## src/rtl/wb_arbiter_if.sv

```systemverilog
// Write-back bus between the result producers and the arbiter.
// It carries the ALU and slow-path handshakes and the register-file write port.
interface wb_arbiter_if #(
  parameter int DW = 32
);
  logic          alu_valid;
  logic          alu_ready;
  logic [4:0]    alu_waddr;
  logic [DW-1:0] alu_wdata;
  logic          mem_valid;
  logic          mem_ready;
  logic [4:0]    mem_waddr;
  logic [DW-1:0] mem_wdata;
  logic          rf_we;
  logic [4:0]    rf_waddr;
  logic [DW-1:0] rf_wdata;

  modport master (
    output alu_valid, alu_waddr, alu_wdata,
    input  alu_ready,
    output mem_valid, mem_waddr, mem_wdata,
    input  mem_ready,
    input  rf_we, rf_waddr, rf_wdata
  );

  modport slave (
    input  alu_valid, alu_waddr, alu_wdata,
    output alu_ready,
    input  mem_valid, mem_waddr, mem_wdata,
    output mem_ready,
    output rf_we, rf_waddr, rf_wdata
  );
endinterface

```

## src/rtl/wb_arbiter.sv

```systemverilog
// Write-back arbiter: merges the ALU path and a FIFO-buffered slow path onto one
// register-file write port. Define WB_FWD_EN to add the operand-forwarding lookup.
module wb_arbiter #(
  parameter int DEPTH = 4,
  parameter int DW    = 32
) (
  input  logic                     clk,
  input  logic                     rstn,
  wb_arbiter_if.slave              wb,
  input  logic                     flush,
  output logic [$clog2(DEPTH):0]   count,
  output logic                     busy
`ifdef WB_FWD_EN
  ,
  input  logic [4:0]               fwd_raddr,
  output logic                     fwd_hit,
  output logic [DW-1:0]            fwd_data
`endif
);
  localparam int PW = $clog2(DEPTH);
  localparam int CW = PW + 1;

  logic [CW-1:0] count_reg, count_next;
  logic [PW-1:0] rd_ptr_reg, rd_ptr_next;
  logic [PW-1:0] wr_ptr_reg, wr_ptr_next;
  logic          rf_we_reg, rf_we_next;
  logic [4:0]    rf_waddr_reg, rf_waddr_next;
  logic [DW-1:0] rf_wdata_reg, rf_wdata_next;

  logic [4:0]    addr_mem [DEPTH];
  logic [DW-1:0] data_mem [DEPTH];

  logic full, empty, alu_wr, push, pop;

  assign full  = (count_reg == CW'(DEPTH));
  assign empty = (count_reg == '0);

  // Both ready signals look only at the registered count, never at a same-cycle pop.
  assign wb.alu_ready = !full;
  assign wb.mem_ready = !full;

  assign alu_wr = wb.alu_valid && !full && (wb.alu_waddr != 5'd0);
  assign push   = wb.mem_valid && !full && !flush && (wb.mem_waddr != 5'd0);
  // A full FIFO always drains, which bounds how long ALU traffic can starve it.
  assign pop    = full || (!alu_wr && !empty && !flush);

  always_comb begin
    rf_we_next    = 1'b0;
    rf_waddr_next = rf_waddr_reg;
    rf_wdata_next = rf_wdata_reg;
    if (pop) begin
      rf_we_next    = 1'b1;
      rf_waddr_next = addr_mem[rd_ptr_reg];
      rf_wdata_next = data_mem[rd_ptr_reg];
    end else if (alu_wr) begin
      rf_we_next    = 1'b1;
      rf_waddr_next = wb.alu_waddr;
      rf_wdata_next = wb.alu_wdata;
    end
  end

  always_comb begin
    rd_ptr_next = rd_ptr_reg + PW'(pop);
    wr_ptr_next = wr_ptr_reg + PW'(push);
    count_next  = count_reg + CW'(push) - CW'(pop);
    if (flush) begin
      rd_ptr_next = '0;
      wr_ptr_next = '0;
      count_next  = '0;
    end
  end

  always_ff @(posedge clk or negedge rstn) begin
    if (!rstn) begin
      count_reg    <= '0;
      rd_ptr_reg   <= '0;
      wr_ptr_reg   <= '0;
      rf_we_reg    <= 1'b0;
      rf_waddr_reg <= '0;
      rf_wdata_reg <= '0;
    end else begin
      count_reg    <= count_next;
      rd_ptr_reg   <= rd_ptr_next;
      wr_ptr_reg   <= wr_ptr_next;
      rf_we_reg    <= rf_we_next;
      rf_waddr_reg <= rf_waddr_next;
      rf_wdata_reg <= rf_wdata_next;
    end
  end

  always_ff @(posedge clk) begin
    if (push) begin
      addr_mem[wr_ptr_reg] <= wb.mem_waddr;
      data_mem[wr_ptr_reg] <= wb.mem_wdata;
    end
  end

  assign wb.rf_we    = rf_we_reg;
  assign wb.rf_waddr = rf_waddr_reg;
  assign wb.rf_wdata = rf_wdata_reg;
  assign count       = count_reg;
  assign busy        = (count_reg != '0) || rf_we_reg;

`ifdef WB_FWD_EN
  // Entries are indexed by age: 0 is the FIFO head (oldest).
  logic [DEPTH-1:0] ent_hit;
  logic [DW-1:0]    ent_data [DEPTH];

  for (genvar gi = 0; gi < DEPTH; gi++) begin : g_ent
    logic [PW-1:0] slot;
    assign slot         = rd_ptr_reg + PW'(gi);
    assign ent_hit[gi]  = (CW'(gi) < count_reg) && (addr_mem[slot] == fwd_raddr);
    assign ent_data[gi] = data_mem[slot];
  end

  // Later matches override earlier ones so the youngest write wins.
  always_comb begin
    fwd_hit  = 1'b0;
    fwd_data = '0;
    if (fwd_raddr != 5'd0) begin
      if (rf_we_reg && (rf_waddr_reg == fwd_raddr)) begin
        fwd_hit  = 1'b1;
        fwd_data = rf_wdata_reg;
      end
      for (int i = 0; i < DEPTH; i++) begin
        if (ent_hit[i]) begin
          fwd_hit  = 1'b1;
          fwd_data = ent_data[i];
        end
      end
    end
  end
`endif
endmodule

```

## src/flat_wrapper.sv

```systemverilog
// flat-port wrapper written by rule: the top's interface ports become plain ports
module wb_arbiter_flat 
#(
  parameter int DEPTH = 4,
  parameter int DW    = 32
)
  (clk, rstn, flush, count, busy, wb_alu_valid, wb_alu_waddr, wb_alu_wdata, wb_alu_ready, wb_mem_valid, wb_mem_waddr, wb_mem_wdata, wb_mem_ready, wb_rf_we, wb_rf_waddr, wb_rf_wdata);
  wb_arbiter_if #(.DW(DW)) wb_i ();
  input  logic clk;
  input  logic rstn;
  input  logic flush;
  output logic [$clog2(DEPTH):0] count;
  output logic busy;
  input wire logic [$bits(wb_i.alu_valid)-1:0] wb_alu_valid;
  input wire logic [$bits(wb_i.alu_waddr)-1:0] wb_alu_waddr;
  input wire logic [$bits(wb_i.alu_wdata)-1:0] wb_alu_wdata;
  output wire logic [$bits(wb_i.alu_ready)-1:0] wb_alu_ready;
  input wire logic [$bits(wb_i.mem_valid)-1:0] wb_mem_valid;
  input wire logic [$bits(wb_i.mem_waddr)-1:0] wb_mem_waddr;
  input wire logic [$bits(wb_i.mem_wdata)-1:0] wb_mem_wdata;
  output wire logic [$bits(wb_i.mem_ready)-1:0] wb_mem_ready;
  output wire logic [$bits(wb_i.rf_we)-1:0] wb_rf_we;
  output wire logic [$bits(wb_i.rf_waddr)-1:0] wb_rf_waddr;
  output wire logic [$bits(wb_i.rf_wdata)-1:0] wb_rf_wdata;
  assign wb_i.alu_valid = wb_alu_valid;
  assign wb_i.alu_waddr = wb_alu_waddr;
  assign wb_i.alu_wdata = wb_alu_wdata;
  assign wb_alu_ready = wb_i.alu_ready;
  assign wb_i.mem_valid = wb_mem_valid;
  assign wb_i.mem_waddr = wb_mem_waddr;
  assign wb_i.mem_wdata = wb_mem_wdata;
  assign wb_mem_ready = wb_i.mem_ready;
  assign wb_rf_we = wb_i.rf_we;
  assign wb_rf_waddr = wb_i.rf_waddr;
  assign wb_rf_wdata = wb_i.rf_wdata;
  wb_arbiter #(.DEPTH(DEPTH), .DW(DW)) u_core (.clk(clk), .rstn(rstn), .wb(wb_i), .flush(flush), .count(count), .busy(busy));
endmodule
```

## config.mk

```make
export PLATFORM = sky130hd
export DESIGN_NAME = wb_arbiter_flat
export DESIGN_NICKNAME = d
export VERILOG_FILES = /design/src/rtl/wb_arbiter_if.sv /design/src/rtl/wb_arbiter.sv /design/src/flat_wrapper.sv
export SDC_FILE = /design/constraint.sdc
export NUM_CORES = 1
export LEC_CHECK = 0
export ABC_AREA = 1
export CORE_MARGIN = 2
export CORE_UTILIZATION = 50
export CTS_CLUSTER_DIAMETER = 80
export DETAILED_ROUTE_END_ITERATION = 6
export MAX_ROUTING_LAYER = met4
export PLACE_DENSITY = 0.74
export SLEW_MARGIN = 20
export SYNTH_ARGS = -nofsm -noshare
export SYNTH_HDL_FRONTEND = slang
export SYNTH_SLANG_ARGS = --single-unit
```

## constraint.sdc

```tcl
create_clock -name clk -period 4.4 [get_ports clk]
set_input_delay 1.32 -clock clk [delete_from_list [all_inputs] [get_ports clk]]
set_output_delay 1.32 -clock clk [all_outputs]
set_load 0.01 [all_outputs]
```

== Word level (Yosys, flattened, before mapping) ==
Memories as Yosys holds them, arrays and structs flattened.
Index checks and enable logic that the tools add are counted.

* Equal/unequal tests: 1
* Reduce and logical (&&, ||, !) cells: 18
* Add/sub/neg operators: 4
* Mux-type cells: 11

{| class="wikitable"
|+ Operators with widths
! kind !! count
|-
| 2-to-1 mux 32 bit || 2
|-
| 2-to-1 mux 5 bit || 2
|-
| nonzero test 5 bit || 2
|-
| logical AND 1 bit || 7
|-
| adder 2 x 1 -> 2 bit || 2
|-
| logical NOT 1 bit || 4
|-
| 2-to-1 mux 1 bit || 4
|-
| 2-to-1 mux 2 bit || 2
|-
| adder 3 x 1 -> 3 bit || 1
|-
| == test 3 bit, second input constant || 1
|-
| logical NOT 3 bit || 1
|-
| 2-to-1 mux 3 bit || 1
|-
| nonzero test 3 bit || 1
|-
| subtractor 3 x 1 -> 3 bit || 1
|-
| logical OR 1 bit || 2
|-
| nonzero test 2 bit || 1
|}

* Flip-flop bits (word level): 45
* Word-level logic and storage cells: 42
* RAM bits: 148
* Memories: 2
* Bits of input ports: 79

{| class="wikitable"
|+ Memories
! name !! depth !! width !! read ports !! clocked after memory_dff !! write ports !! RTL line !! source
|-
| u_core.data_mem || 4 || 32 || 1 || 0 || 1 || wb_arbiter.sv:31 || <nowiki>logic [DW-1:0] data_mem [DEPTH];</nowiki>
|-
| u_core.addr_mem || 4 || 5 || 1 || 0 || 1 || wb_arbiter.sv:30 || <nowiki>logic [4:0] addr_mem [DEPTH];</nowiki>
|}

== Depth between registers and ports, before layout ==
Gate-level depths: netlist of the first run.

* Word-level depth: 10
* Gate-level depth with buffers: 15
* Gate-level depth less buffers: 13

== Worst setup path after synthesis of the first run ==
No wires, ideal clock.

* Path type: input to register
* Start point: input port flush
* End point: memory u_core.addr_mem[2][0], enable pin
* Stages: 3
* Slack: -0.220 ns
* Library setup time: 0.477 ns
* Path buffers: 0
* Arrival: 4.142 ns
* Cell sequence: inv_1 -> nand4_1 -> nor3_1

* Longest elaborated chain between the ends: 5

{| class="wikitable"
|+ Ends and longest elaborated chain
! what !! RTL line !! source
|-
| from (decl) || flat_wrapper.sv:11 || <nowiki>input logic flush;</nowiki>
|-
| logical NOT 1 bit || wb_arbiter.sv:43 || <nowiki>assign push = wb.mem_valid && !full && !flush && (wb.mem_waddr != 5'd0);</nowiki>
|-
| logical AND 1 bit (2 in a row) || wb_arbiter.sv:43 ||
|-
| 2-to-1 mux 1 bit || wb_arbiter.sv:92 || <nowiki>if (push) begin</nowiki>
|-
| 2-to-1 mux 1 bit (not written as such) || wb_arbiter.sv:93 || <nowiki>addr_mem[wr_ptr_reg] <= wb.mem_waddr;</nowiki>
|-
| to (decl) || wb_arbiter.sv:30 ||
|}

No other way between the ends.

== Final worst setup path of the first run ==
* Start point: register u_core.count_reg[1], in the netlist u_core.count[1]
* End point: output port busy

* Longest elaborated chain between the ends: 2

{| class="wikitable"
|+ Ends and longest elaborated chain
! what !! RTL line !! source
|-
| from (decl) || wb_arbiter.sv:23 || <nowiki>logic [CW-1:0] count_reg, count_next;</nowiki>
|-
| from (signal assigned) || wb_arbiter.sv:82 || <nowiki>count_reg <= count_next;</nowiki>
|-
| nonzero test 3 bit || wb_arbiter.sv:102 || <nowiki>assign busy = (count_reg != '0) || rf_we_reg;</nowiki>
|-
| logical OR 1 bit || wb_arbiter.sv:102 ||
|-
| to (decl) || flat_wrapper.sv:13 || <nowiki>output logic busy;</nowiki>
|}

No other way between the ends.

==> metrics.yaml, run 1 <==
setup_path:
  slowest_stage: "clkdlybuf4s50_1"
  crit_path_end: "busy"
  cp.required_ns: 3.08
  cp_max_fo: 4
  slowest_delay_ns: 0.47
  worstSetupPathType: "reg2out"
  rr_endpoint: "u_core.count[2]"
  critPathArrivalTime_ns: 1.99
  startpoint: "u_core.count[1]"
  critPathCaptureType: "output pin"
  start_kind: "flop"
  rrSetupSlack_ns: 2.12
  crit_chain: "nor2_2, nand2_1, or2_2, clkdlybuf4s50_1"
  reg2reg_depth: 13
  rr_startpoint: "u_core.count[1]"
clock_tree:
  clk_latency_ns: 0.43
  htree_levels: 4
  cts_hold_buffers: 0
  cts_buffers: 17
  clk_pin_slew_ns: 0.07
  cts_resized: 0
  cts-root-buf: "clkbuf_16"
  cts.sinks: 193
  cts_setup_buffers: 0
  cts_tree: "built"
  cts_buffer_depth: 2
power:
  leakage_nw: 4.73
  power_density_mw_per_mm2: 546
  seqPwrFrac_pct: 40.3
  peakVddDrop_uv: 357
  p_comb_share_pct: 34.1
  p_int_w: 0.00390
  sw_frac_of_total_pct: 33.4
  pwr-share-clk_pct: 25.5
  p_switching_w: 0.00196
floorplanning:
  die_area_mm2: 0.0188
  core_area_mm2: 0.0174
  die_w_um: 137
  fp.dieH_um: 137
  start_util_pct: 51.2
  io_pins: 123
  rows: 48
route:
  wl_per_cell_um: 15.6
  drt.antenna.violating_nets: 0
  finalWirelength_um: 18600
  drtPass1Iterations: 5
  drc: 0
  routed_via_density: 5.01
  drtIter0Drc: 586
  vias: 5956
hold_path:
  holdCritPathClass: "reg2reg"
placed_design:
  port_buffers: 122
  placed_cells: 1159
  gp_congestion: 0.789
  hpwl_um: 11400
  pre_cts_ws_ns: 0.858
synthesis:
  synthTopCellsByArea: "edfxtp_1 50%, dfrtp_1 13%, nand3_1 9.0%"
  syn-cell-area_mm2: 0.00888
  synth_edf_count: 148
  synth_top_cell_area_share_pct: 50.1
  synth_ff_type: "edfxtp_1"
  yosysWarnings: 0
  syn-num-nets: 932
  syn_area_per_cell_um2: 10.5
  seq_area_frac_synth_pct: 62.7
  async_reset_ff_share_pct: 23.3
  synth_top_area_cell: "edfxtp_1"
  synth_cells: 848
  synth_cell_types: 31
  ys_ff_latch: 193
cells_and_area:
  finalNetCount: 1037
  drive_above_1_share_pct: 12.2
  filler_cell_count: 1325
  largest_register_ff_count: 128
  area_growth_syn_to_layout_pct: 21.1
  stdcell_count: 1189
  fin_util_pct: 61.9
global_route:
  grt_pass1_wl_um: 29100
  antenna_found_initial: 2
  grt_max_degree: 76
  overflow: 0
  grtUsageTotal_pct: 21.3
  first_global_vias: 5735
sta:
  grt_setup_unrepaired: "false"
  finalHoldViolations: 0
  clock_skew_ns: 0.00752
  layout_setup_ws_ns: 1.09
  fin_setup_tns_ns: 0
  finalSetupViolCount: 0
  post-route-min-period_ns: 3.31
  slew_viol_final: 0
  worst_slew_pin_slew_ns: 0.955
  period_share_pct: 75.2
  fmax_ghz: 0.302
  maxSlewHeadroom_pct: 36.3
status:
  status: "finished clean"
flow_run:
  drv_cap: 0
## placed cells by master (no fill, tap or decap), types with 4 or more instances in the layout
| cell | count |
|---|---|
| inv_1 | 160 |
| edfxtp_1 | 148 |
| nand3_1 | 160 |
| clkdlybuf4s50_1 | 121 |
| nand2_1 | 190 |
| dfrtp_1 | 44 |
| nor3_2 | 4 |
| clkbuf_16 | 17 |
| nor2_1 | 8 |
| nand3_2 | 60 |
| ha_1 | 4 |
| buf_4 | 12 |
## worst max-delay path, delay by kind of cell, from the launching register on
family / cells / cell delay [ns]
buffers and inverters: 1 / 0.47
DFF: 1 / 0.45
and+or+nand+nor: 3 / 0.64
## power by group through the flow
stage / clock [W] / sequential (W) / combinational [W]
5_1_grt: 0.00160 / 0.00239 / 0.00222
3_5_place_dp: 0 / 0.00240 / 0.00200
3_3_place_gp: 0 / 0.00240 / 0.00197
4_1_cts: 0.00152 / 0.00237 / 0.00201
6_report: 0.00150 / 0.00237 / 0.00200
2_1_floorplan: 0 / 0.00247 / 0.00123
## worst min path at each step
| stage | slack [ns] | endpoint | cells past startpoint | start |
|---|---|---|---|---|
| global route | 0.53 | u_core.wb.rf_wdata[31] | 2 | u_core.wb.rf_wdata[31] |
| CTS | 0.52 | u_core.wb.rf_wdata[19] | 2 | u_core.wb.rf_wdata[19] |
| floorplan | 0.54 | u_core.wr_ptr_reg[1] | 2 | u_core.wr_ptr_reg[1] |
| global placement | 0.50 | u_core.wb.rf_wdata[27] | 2 | u_core.wb.rf_wdata[27] |
| detailed placement | 0.50 | u_core.wb.rf_wdata[19] | 2 | u_core.wb.rf_wdata[19] |
| finish | 0.51 | u_core.wb.rf_wdata[15] | 2 | u_core.wb.rf_wdata[15] |
## Yosys cell counts (2+ instances only)
cell type    n
buf_1        5
buf_12       3
buf_2       23
buf_4        3
buf_6        7
clkbuf_1     5
dfrtp_1     45
edfxtp_1   148
ha_1         4
inv_1      160
inv_2        3
nand2_1    190
nand2_2      3
nand3_1    160
nand3_2     60
nor2_1       8
nor2_2       3
nor3_1       4
xnor2_1      2
## through the flow
step	instance area (um^2)	total power (W)	hold slack [ns]
final	10700	0.00587	0.514
after global routing	10700	0.00621	0.533
after CTS	10700	0.00590	0.516
after detailed placement	10200	0.00441	0.498
after global placement	10200	0.00437	0.497
after floorplan	8880	0.00371	0.544
## cell families (layout without fill, tap and decap cells)
kind of cell	after synthesis	in the layout	share of synthesized area (%)
AND/OR/NAND/NOR	433	433	25.4
buffers and inverters	211	325	10.6
flip-flops	193	193	62.7
adder cells (fa/ha/maj)	5	5	0.789
AO/OA/AOI/OAI	3	3	0.211
XOR/XNOR	3	3	0.296
other	0	2	0
## area by class of cell
type	count	area (um^2)	share of cell area, %
clock inverters	10	140	1.30
multi-input cells	444	2400	22.3
repair buffers	133	1300	12.1
well taps	225	282	2.62
diodes	2	5.00	0.0466
inverters	164	618	5.75
flip-flops and latches	193	5570	51.8
clock buffers	18	429	3.99
## layer usage
metal | up-vias | routed length [um] | share of wire (%) | GRT usage (%)
li1 | 2954 | - | - | -
met4 | 0 | 242 | 1.3 | 7.73
met2 | 190 | 8780 | 47 | 31.9
met3 | 18 | 1350 | 7.3 | 4.12
met1 | 2794 | 8200 | 44 | 29.3
met5 | - | 0 | 0 | -
Power figures use the tool's default switching activity.
==> run 2: changes to the inputs <==
Clock period 4.4 ns to 3.28 ns, I/O delays scaled along.
==> run 2 against run 1 <==
  * Critical path depth did not move
  * Via count rose by 0.34%
  * Sequential share of layout area fell by 0.45 points
  * First-iteration DRC count shrank 42%
  * Cell count grew 0.42%
  * Flip-flop and latch count is the same
  * Worst hold slack better by 0.00054 ns
  * Non-clock buffer count rose by 3
  * Die area unchanged
  * Critical path type unchanged
==> metrics.yaml, run 2 (synthesis gave the netlist of run 1 again) <==
clock_tree:
  clk_pin_slew_ns: 0.07
  cts_buffers: 17
  cts_buffer_depth: 2
  htree_levels: 4
  cts-root-buf: "clkbuf_16"
  cts.sinks: 193
  cts_setup_buffers: 0
  clk_latency_ns: 0.41
  cts_tree: "built"
  cts_resized: 0
  cts_hold_buffers: 0
sta:
  grt_setup_unrepaired: "false"
  finalHoldViolations: 0
  maxSlewHeadroom_pct: 35.8
  finalSetupViolCount: 0
  clock_skew_ns: 0.00677
  fmax_ghz: 0.337
  post-route-min-period_ns: 2.97
  holdWs_ns: 0.515
  worst_slew_pin_slew_ns: 0.964
  period_share_pct: 90.5
  slew_viol_final: 0
  layout_setup_ws_ns: 0.313
global_route:
  grt_pass1_wl_um: 29600
  grt_max_degree: 76
  first_global_vias: 5614
  grtUsageTotal_pct: 21.6
  overflow: 0
  antenna_found_initial: 0
floorplanning:
  die_area_mm2: 0.0188
  core_area_mm2: 0.0174
  die_w_um: 137
  fp.dieH_um: 137
  start_util_pct: 51.2
  io_pins: 123
  rows: 48
cells_and_area:
  diodes: 0
  fin_util_pct: 62.5
  filler_cell_count: 1349
  finalNetCount: 1040
  largest_register_ff_count: 128
  area_growth_syn_to_layout_pct: 22.1
  drive_above_1_share_pct: 13.0
  final_common_cell: "nand2_1"
  final_cell_mix: "190 x nand2_1, 160 x inv_1, 160 x nand3_1"
power:
  power_density_mw_per_mm2: 728
  peakVddDrop_uv: 754
  leakage_nw: 4.77
route:
  drtIter0Drc: 339
  vias: 5976
  drc: 0
  drtPass1Iterations: 7
  routed_via_density: 5.01
  wl_per_cell_um: 15.7
  drt.antenna.violating_nets: 0
  finalWirelength_um: 18800
setup_path:
  cp_max_fo: 4
  start_kind: "flop"
  critPathArrivalTime_ns: 1.98
  cp.required_ns: 2.30
  worstSetupPathType: "reg2out"
  critPathCaptureType: "output pin"
flow_run:
  drv_cap: 0
placed_design:
  pre_cts_ws_ns: 0.231
  port_buffers: 122
  hpwl_um: 11300
  gp_congestion: 0.760
status:
  status: "finished clean"
hold_path:
  holdCritPathClass: "reg2reg"
[run 2: cell types whose count changed in the layout (fill, tap and decap cells not counted), sizes merged]
cell and change:
buf +3, bufinv -2, clkbuf -1, clkinv +1
clkinvlp -1, diode -2, inv +7
[run 2: final timing paths]
path | startpoint | endpoint | slack (ns) | cells after the start
setup / recovery | u_core.count[1] | busy | 0.31 | 4
max in group asynchronous | rstn | u_core.rd_ptr_reg[0] | 2.25 | 1
min in group asynchronous | rstn | u_core.wb.rf_wdata[0] | 0.56 | 1
hold reg to reg | u_core.wb.rf_waddr[0] | u_core.wb.rf_waddr[0] | 0.51 | 2
hold / removal | u_core.wb.rf_waddr[0] | u_core.wb.rf_waddr[0] | 0.51 | 2
setup reg to reg | u_core.count[1] | u_core.count[2] | 1.05 | 13
[run 2: stage by stage]
stage               cell area, um^2  std cells  setup TNS [ns]  power (W)
finish                        10800       1194               0    0.00789
global route                  10800       1194               0    0.00837
CTS                           10800       1194               0    0.00795
detailed placement            10200       1162               0    0.00592
global placement              10200       1162               0    0.00588
floorplan                      8880        848         -148.52    0.00497
[run 2: area by class of cell]
cell class / instances / area [um^2] / area share, %
flip-flops and latches: 193 / 5570 / 51.4
well taps: 225 / 282 / 2.60
multi-input cells: 444 / 2400 / 22.1
clock inverters: 15 / 170 / 1.57
clock buffers: 17 / 425 / 3.92
repair buffers: 136 / 1370 / 12.7
inverters: 164 / 618 / 5.70
[run 2: worst max-delay path, stage by stage, from the launching register on]
cell             delay, ns
dfrtp_1               0.45
nor2_2                0.24
nand2_1               0.13
or2_2                 0.28
clkdlybuf4s50_1       0.47
[run 2: power breakdown]
part | switching [W] | leakage, nW | internal [W]
sequential | 0.000198 | 1.90 | 0.00297
combinational | 0.00160 | 2.58 | 0.00110
clock | 0.000940 | 0.291 | 0.00109
total | 0.00274 | 4.77 | 0.00516
[run 2: per-layer routing]
layer | GRT usage (%) | wire length, um
met1 | 30.2 | 8460
met2 | 32.9 | 8940
met3 | 4.60 | 1240
met4 | 4.87 | 169
met5 | - | 0
==> RTL edit (flow settings as in run 1) <==
Take the reset off `rf_waddr_reg` and `rf_wdata_reg` and load them in a clocked block of their own.
--- a/src/rtl/wb_arbiter.sv
+++ b/src/rtl/wb_arbiter.sv
@@ -76,16 +76,17 @@
       rd_ptr_reg   <= '0;
       wr_ptr_reg   <= '0;
       rf_we_reg    <= 1'b0;
-      rf_waddr_reg <= '0;
-      rf_wdata_reg <= '0;
     end else begin
       count_reg    <= count_next;
       rd_ptr_reg   <= rd_ptr_next;
       wr_ptr_reg   <= wr_ptr_next;
       rf_we_reg    <= rf_we_next;
-      rf_waddr_reg <= rf_waddr_next;
-      rf_wdata_reg <= rf_wdata_next;
     end
+  end
+
+  always_ff @(posedge clk) begin
+    rf_waddr_reg <= rf_waddr_next;
+    rf_wdata_reg <= rf_wdata_next;
   end
 
   always_ff @(posedge clk) begin
Formal check against the unedited RTL: not equivalent (Yosys sat finds a counterexample within 4 cycles, from zero or initial values and one cycle with rstn low).
==> RTL edit against run 1 <==
  * Sequential cell count is the same
  * Setup slack lost 0.059 ns
  * Via count shrank 4.8%
  * Count of clock-buffer cells in the layout grew 4
  * Critical endpoint is now u_core.count[2]$_DFF_PN0_
  * First-iteration DRC count shrank 3.9%
  * Register-to-register slack lost 0.23 ns
  * Largest cell class unchanged
  * Synthesized area shrank 5.5%
  * Cell area shrank 3.3%
  * Routed wire length shrank 4.4%
  * Total power shrank 3.1%
==> RTL edit: results (changes against run 1) <==
synth:
  seq_area_frac_synth_pct: 68.6  # +5.9 points
  synth_commonest_cells: "nand2_1, edfxtp_1, inv_1, nand3_1, buf_2"
  synth_edf_count: 185  # +25%
  synth_nets: 887  # -4.8%
  async_flop_share_pct: 4.15  # -19 points
place:
  hpwl_um: 10600  # -7.3%
  placed_cell_area_sq_mm: 0.00979  # -3.8%
global_route:
  antenna_found_initial: 0  # -2
  grt_pass1_vias: 5691  # -0.77%
  grt_pass1_wl_um: 28000  # -3.8%
  grt.total_usage_pct: 21.3  # +0.024 points
min_path:
  min-delay-start: "u_core.wr_ptr_reg[1]$_DFF_PN0_"
  holdPathEnd: "u_core.wr_ptr_reg[1]$_DFF_PN0_"
routing:
  drt-total-wl_um: 17700  # -4.4%
  vias_per_cell: 4.92  # -1.8%
layout:
  n_antenna_cell: 0  # -2
  nFillCells: 1284  # -3.1%
  final_nets: 1004  # -3.2%
timing:
  tightest_slew_ns: 0.941  # -0.0148 ns
  finClkSkew_ns: 0.0147  # +0.00721 ns
die:
  dieArea_sq_mm: 0.0178  # -5.4%
setup_path:
  reg2reg_depth: 12  # -1
  cp_max_fo: 15  # +11
power_and_ir_drop:
  p_int_mw: 3.94  # +0.99%
  ir_drop_mv: 0.373  # +4.5%
  p_leak_nw: 4.54  # -4.0%
status:
  status: "complete, no violations"
RTL edit: cell count changes in the layout (fill, tap and decap cells not counted), sizes merged, moves of 4 or more:
cell / delta
clkbuf: +4
dfrtp: -37
edfxtp: +37
nand2: +77
nand3: -109
RTL edit: final cells by class:
type / count / area (sq um) / share of cell area [%]
Clock buffer: 22 / 474 / 4.56
Multi-Input combinational cell: 411 / 1830 / 17.6
Timing Repair Buffer: 134 / 1310 / 12.6
Tap cell: 220 / 275 / 2.65
Sequential cell: 193 / 5760 / 55.4
Inverter: 163 / 612 / 5.89
Clock inverter: 10 / 131 / 1.26
RTL edit: power by group through the flow:
stage	clock network (mW)	logic, mW	registers (mW)
2_1_floorplan	0	0.925	2.55
3_3_place_gp	0	1.65	2.46
3_5_place_dp	0	1.69	2.47
4_1_cts	1.59	1.70	2.43
5_1_grt	1.67	1.85	2.45
6_report	1.58	1.68	2.43
RTL edit: worst max-delay path, cell delays in order:
cell and delay [ns]:
clkdlybuf4s50_1 0.60, inv_1 0.10, nand2_1 0.09, nand2_2 0.06
nand2_2 0.26, inv_1 0.14, ha_1 0.29, inv_1 0.06
ha_1 0.13, inv_1 0.05, fa_1 0.37, xor2_1 0.16
nor2_1 0.06
RTL edit: worst max-delay path by stage:
stage | start | endpoint | slack (ns) | cells after the start
2_1_floorplan | flush | u_core.addr_mem[0][0]$_DFFE_PP_ | 0.81 | 3
3_3_place_gp | flush | u_core.count[2]$_DFF_PN0_ | 0.63 | 13
3_5_place_dp | flush | u_core.count[2]$_DFF_PN0_ | 0.59 | 13
4_1_cts | flush | u_core.count[2]$_DFF_PN0_ | 1.04 | 13
5_1_grt | flush | u_core.count[2]$_DFF_PN0_ | 0.90 | 13
6_report | flush | u_core.count[2]$_DFF_PN0_ | 1.03 | 13
RTL edit: logic make-up (layout without fill, tap and decap cells):
| kind of cell | Yosys count | count (layout) | share of synthesized area, % |
|---|---|---|---|
| DFF | 193 | 193 | 68.6 |
| and+or+nand+nor | 400 | 400 | 20.1 |
| buffers and inverters | 199 | 329 | 9.99 |
| adders and majority gates | 5 | 5 | 0.835 |
| AOI/OAI and AO/OA | 3 | 3 | 0.179 |
| xor gates and xnor gates | 3 | 3 | 0.313 |
RTL edit: per-layer routing:
metal / global-route usage [%] / vias to the layer above / routed length (um)
li1: - / 2775 / -
met1: 25.1 / 2698 / 7320
met2: 36.8 / 179 / 9200
met3: 3.92 / 19 / 979
met4: 7.68 / 0 / 248
met5: - / - / 0
RTL edit: stage by stage:
stage	instances	setup slack [ns]	hold WS (ns)	util [%]
detailed placement	1121	0.586	0.602	59.4
global route	1153	0.901	0.619	63.1
finish	1153	1.03	0.626	63.1
floorplan	803	0.813	0.542	-
CTS	1153	1.04	0.617	63.1
global placement	1121	0.634	0.601	59.4
